[src/rtl/chess_turn_ctrl.sv]
// Two-player chess clock: counts down the player to move, switches on
// move buttons, supports pause/resume and flags the player whose time ran out.
//
// Ports:
//   clkIn   system clock
//   rstIn   async active-low reset
//   tickIn  time-base square wave; each rising edge is one sub-second tick
//   start   start a game from IDLE, or rearm from DONE (one-cycle pulse)
//   pause   toggle pause while a game runs (one-cycle pulse)
//   btnA/B  move-done pulses for player A / player B
//   minA/B  remaining minutes (0..99)
//   secA/B  remaining seconds (0..59)
//   runA/B  that player's clock is counting
//   flagA/B that player's time has expired
//   state   IDLE=0 RUN_A=1 RUN_B=2 PAUSE=3 DONE=4
module chess_turn_ctrl #(
  parameter int TICKS_PER_SEC = 100,
  parameter int INIT_MIN      = 5
) (
  input  logic       clkIn,
  input  logic       rstIn,
  input  logic       tickIn,
  input  logic       start,
  input  logic       pause,
  input  logic       btnA,
  input  logic       btnB,
  output logic [6:0] minA,
  output logic [6:0] minB,
  output logic [5:0] secA,
  output logic [5:0] secB,
  output logic       runA,
  output logic       runB,
  output logic       flagA,
  output logic       flagB,
  output logic [2:0] state
);

  localparam int SW =
    (TICKS_PER_SEC > 1) ? $clog2(TICKS_PER_SEC) : 1;
  localparam logic [SW-1:0] SUB_MAX = SW'(TICKS_PER_SEC - 1);
  localparam logic [6:0] MIN0 = 7'(INIT_MIN);

  typedef enum logic [2:0] {
    IDLE  = 3'd0,
    RUN_A = 3'd1,
    RUN_B = 3'd2,
    PAUSE = 3'd3,
    DONE  = 3'd4
  } state_t;

  state_t        st;
  state_t        saved;
  logic          tickQ;
  logic [SW-1:0] sub;

  logic       tickEdge;
  logic       wrap;
  logic       actBtn;
  logic [6:0] curMin;
  logic [5:0] curSec;
  logic [6:0] decMin;
  logic [5:0] decSec;
  logic       hitZero;

  assign tickEdge = tickIn & ~tickQ;
  assign wrap     = tickEdge && (sub == SUB_MAX);
  assign actBtn   = (st == RUN_A) ? btnA : btnB;
  assign curMin   = (st == RUN_B) ? minB : minA;
  assign curSec   = (st == RUN_B) ? secB : secA;

  // One-second decrement of the active clock; holds at 0:00.
  always_comb begin
    decMin = curMin;
    decSec = curSec;
    if (curSec != 6'd0) begin
      decSec = curSec - 6'd1;
    end else if (curMin != 7'd0) begin
      decSec = 6'd59;
      decMin = curMin - 7'd1;
    end
  end

  assign hitZero = (decMin == 7'd0) && (decSec == 6'd0);

  always_ff @(posedge clkIn or negedge rstIn) begin
    if (!rstIn) begin
      st    <= IDLE;
      saved <= RUN_A;
      tickQ <= 1'b0;
      sub   <= '0;
      minA  <= MIN0;
      minB  <= MIN0;
      secA  <= 6'd0;
      secB  <= 6'd0;
      flagA <= 1'b0;
      flagB <= 1'b0;
    end else begin
      tickQ <= tickIn;
      unique case (st)
        IDLE: begin
          if (start) begin
            st  <= RUN_A;
            sub <= '0;
          end
        end
        RUN_A, RUN_B: begin
          if (wrap && hitZero) begin
            sub <= '0;
            st  <= DONE;
            if (st == RUN_A) begin
              minA  <= decMin;
              secA  <= decSec;
              flagA <= 1'b1;
            end else begin
              minB  <= decMin;
              secB  <= decSec;
              flagB <= 1'b1;
            end
          end else if (pause) begin
            saved <= st;
            st    <= PAUSE;
          end else if (actBtn) begin
            st  <= (st == RUN_A) ? RUN_B : RUN_A;
            sub <= '0;
          end else if (tickEdge) begin
            if (wrap) begin
              sub <= '0;
              if (st == RUN_A) begin
                minA <= decMin;
                secA <= decSec;
              end else begin
                minB <= decMin;
                secB <= decSec;
              end
            end else begin
              sub <= sub + 1'b1;
            end
          end
        end
        PAUSE: begin
          if (pause) st <= saved;
        end
        DONE: begin
          if (start) begin
            st    <= IDLE;
            sub   <= '0;
            minA  <= MIN0;
            minB  <= MIN0;
            secA  <= 6'd0;
            secB  <= 6'd0;
            flagA <= 1'b0;
            flagB <= 1'b0;
          end
        end
        default: st <= IDLE;
      endcase
    end
  end

  assign runA  = (st == RUN_A);
  assign runB  = (st == RUN_B);
  assign state = st;

endmodule

[config.mk]
export PLATFORM = sky130hd
export DESIGN_NAME = chess_turn_ctrl
export DESIGN_NICKNAME = d
export VERILOG_FILES = /design/src/rtl/chess_turn_ctrl.sv
export SDC_FILE = /design/constraint.sdc
export NUM_CORES = 1
export LEC_CHECK = 0
export ABC_AREA = 1
export ABC_CLOCK_PERIOD_IN_PS = 3600
export CORE_UTILIZATION = 49
export CTS_BUF_LIST = sky130_fd_sc_hd__clkbuf_16
export DETAILED_ROUTE_END_ITERATION = 10
export GPL_ROUTABILITY_DRIVEN = 0
export GPL_TIMING_DRIVEN = 0
export PLACE_DENSITY_LB_ADDON = 0.25
export SLEW_MARGIN = 20
export SYNTH_ARGS = -nofsm -noshare
export SYNTH_HDL_FRONTEND = slang
export SYNTH_SLANG_ARGS = --single-unit
[constraint.sdc]
create_clock -name clkIn -period 3.6 [get_ports clkIn]
set_input_delay 0.9 -clock clkIn [delete_from_list [all_inputs] [get_ports clkIn]]
set_output_delay 0.9 -clock clkIn [all_outputs]
set_load 0.02 [all_outputs]
==> summary.txt <==
Status
  – Status: completed

Global routing
  – Initial antenna violation count: 0
  – Largest net degree at the start of global routing: 25
  – GRT Util Overall: 0.254
  – First-pass GRT wire length: 12.1 mm
  – Total gr overflow: 0
  – Vias in the first global route: 2591

Logic synthesis
  – Top cells by area, synth: dfrtp_1 33%, nand2_1 19%, nand3_1 5.3%
  – Count leader, synth: nand2_1
  – Syn_nets: 407
  – Async SR Flop Fraction: 1.00
  – Syn. warnings: 0
  – Top_reg_cell synth: dfrtp_1
  – Synth area leader: dfrtp_1
  – FF+latch count, synth: 42
  – Seq/Total Area, Yosys: 0.375
  – Distinct cells, synth: 33
  – Yosys top cell area share: 0.328
  – Mapped Avg Cell Area: 7.12 um2
  – Post-synthesis cell count: 396
  – Synthesized area: 0.00282 mm2
  – Post-synth EDFFs: 0
  – Post-synth top cells: 139 x nand2_1, 39 x inv_1, 37 x dfrtp_1, 33 x nor2_1, 30 x nand3_1

Setup path
  – Req. time, crit path: 3760 ps
  – Bufs and invs on worst path: 3
  – Crit-path max cell delay: 460 ps
  – Critical R2R Launch: state[2]
  – R2R depth: 19
  – CP startpoint kind: register
  – Crit path capture type: register
  – RR Endpoint: minA[6]
  – CP Cell Sequence: inv_2 > nand3_2 > buf_4 > o21ai_1 > ha_1 > nand2_1 > nor2_2 > nand2_2 > nand2_1 > nand3_1 > nor2_1 > nand2_1 > nor2_4 > nand2_4 > nand3_4 > nand3_4 > buf_6 > nand2_1 > o21ai_1
  – R2R setup slack: 350 ps
  – Maximum fanout along the worst path: 10
  – Crit path DAT: 3410 ps
  – Most frequent CP cell: nand2_1
  – CP Class: reg2reg
  – Max stage delay cell, worst path: dfrtp_1
  – Critical path's top delay family: simple AND/OR/NAND/NOR gates

Placed design
  – DP Worst Slack: 368 ps
  – Final HPWL DP: 5.21 mm
  – Input/output buffers: 39

Layout
  – FILL cells: 511
  – Final Net Count: 454
  – Diodes inserted: 0
  – Layout cell share with drive strength beyond 1: 0.133
  – Area grow syn2layout: 22.8%
  – Area of the multi-input gates: 0.00151 mm2
  – Sequential Area: 0.00106 mm2

Clocking
  – Clock buffer count from CTS: 5
  – H-tree depth: 2
  – Reg clk slew, reported paths: 60 ps
  – # resized after CTS: 0
  – Buffer count from post-CTS setup fixing: 0
  – TritonCTS clock tree: yes
  – Root buf cell: clkbuf_16
  – CTS max path bufs: 2
  – Clk sinks: 42
  – Hold_buf cts: 0
  – Clk Latency, worst-skew pair: 280 ps

Timing
  – Relative slew slack: 0.543
  – Fmax: 308 MHz
  – RSZ-0062 raised after global routing: false
  – Minimum period implied by the final worst setup slack: 3250 ps
  – Final hold violation count: 0
  – Slew @ Worst Pin: 681 ps
  – Final setup vio count: 0
  – Period utilization: 0.902
  – Slew Limit Fails: 0
  – Worst setup margin: 352 ps
  – Post-route clock skew: 5.86 ps
  – Fin Setup TNS: 0 ps

Die
  – Die ar.: 0.00606 mm2
  – Die height: 77.9 um
  – Die W: 77.9 um
  – IO Pins: 40
  – Starting Density: 0.509
  – Std-Cell Rows: 27
  – Core area: 0.00554 mm2

Drt
  – Via count: 2729
  – Vias/cell: 5.29
  – DRT iter0 DRCs: 287
  – Antenna viol nets, final: 0
  – DR WL/cell: 13.9 um
  – Detailed Routing Iterations Pass 1: 5
  – Post-Route WL: 7.15 mm
  – DRC Markers: 0

Worst hold path
  – Hold WC Path Type: reg2reg
  – Hold EP: saved[0]
  – Hold Path Stages: 2
  – Hold_sp: saved[0]

Power
  – P_leak: 1.72 nW
  – Pwr/cell area: 1070 mW/mm2
  – VDD IR max: 577 uV

Job
  – Maxcap violations: 0
## sequential cells by signal, indices dropped and copies added (netlist names)
signal  count
secB        6
minA        7
flagA       1
tickQ       1
secA        6
state       3
sub         7
saved       3
minB        7
flagB       1
## power breakdown
| group | total (W) | switching (W) | internal, W |
|---|---|---|---|
| Combinational | 0.00248 | 0.00161 | 0.000870 |
| Clock | 0.000437 | 0.000185 | 0.000252 |
| Sequential | 0.000776 | 0.000131 | 0.000645 |
| Total | 0.00370 | 0.00193 | 0.00177 |
## metrics by stage
step           power [W]  instance area [um2]  utilization  hold slack, ps  std cells
2_1_floorplan    0.00255                 2820            -             436        396
3_3_place_gp     0.00320                 3300        0.596             457        507
3_5_place_dp     0.00324                 3320        0.600             460        508
4_1_cts          0.00369                 3460        0.625             471        516
5_1_grt          0.00402                 3460        0.625             499        516
6_report         0.00370                 3460        0.625             468        516
## area by class of cell
class,count,area share
buffer,9,0.0231
clock buffer,5,0.0361
clock inverter,3,0.00398
inverter,46,0.0499
multi-input combinational,299,0.436
sequential,42,0.305
tap,72,0.0260
timing repair buffer,40,0.119
## how the worst max path moves through the flow
| stage | start | end | slack [ps] | cells after the start |
|---|---|---|---|---|
| 3_3_place_gp | tickIn | secA[4] | 350 | 15 |
| 5_1_grt | state[2] | secA[2] | 20 | 19 |
| 3_5_place_dp | tickIn | secA[0] | 370 | 15 |
| 6_report | state[2] | minA[6] | 350 | 19 |
| 2_1_floorplan | state[2] | secB[1] | 810 | 19 |
| 4_1_cts | state[2] | secB[3] | 360 | 19 |
## layout by cell type (no fill, tap or decap), types with 2 or more instances in the layout
master,n
nor2_2,4
nand2_4,3
inv_2,7
inv_1,40
o21ai_0,6
nand3_2,4
xor2_1,4
nand2_2,6
dfrtp_1,37
o21ai_2,6
dfstp_2,5
nand3_4,4
o21ai_1,23
clkbuf_16,5
ha_1,4
nand4_1,11
nand3b_1,2
buf_4,2
buf_2,2
a21oi_1,4
nor2_1,33
clkinv_2,2
buf_6,5
clkdlybuf4s50_1,38
nand3_1,30
nand2_1,139
nor2_4,2
nor3_1,7
## kinds of logic after synthesis
kind of cell | count (synthesis) | share of synthesized area
simple gates | 248 | 0.417
buf+inv | 55 | 0.0896
compound gates | 42 | 0.0847
flops | 42 | 0.375
xor+xnor | 5 | 0.0155
fa+ha+maj | 4 | 0.0177
## tightest hold or removal path: cells and delay by family, from the launching register on
| family | cells | cell delay [ps] |
|---|---|---|
| flops | 1 | 370 |
| simple gates | 2 | 100 |
## metal layers
metal	global-route usage	vias to the layer above	part of all wire
met3	0.0353	8	0.044
met5	0	-	0
met1	0.333	1281	0.45
met2	0.445	83	0.50
met4	0.0509	0	0.0062
li1	-	1357	-
(Power assumes the default switching activity.)
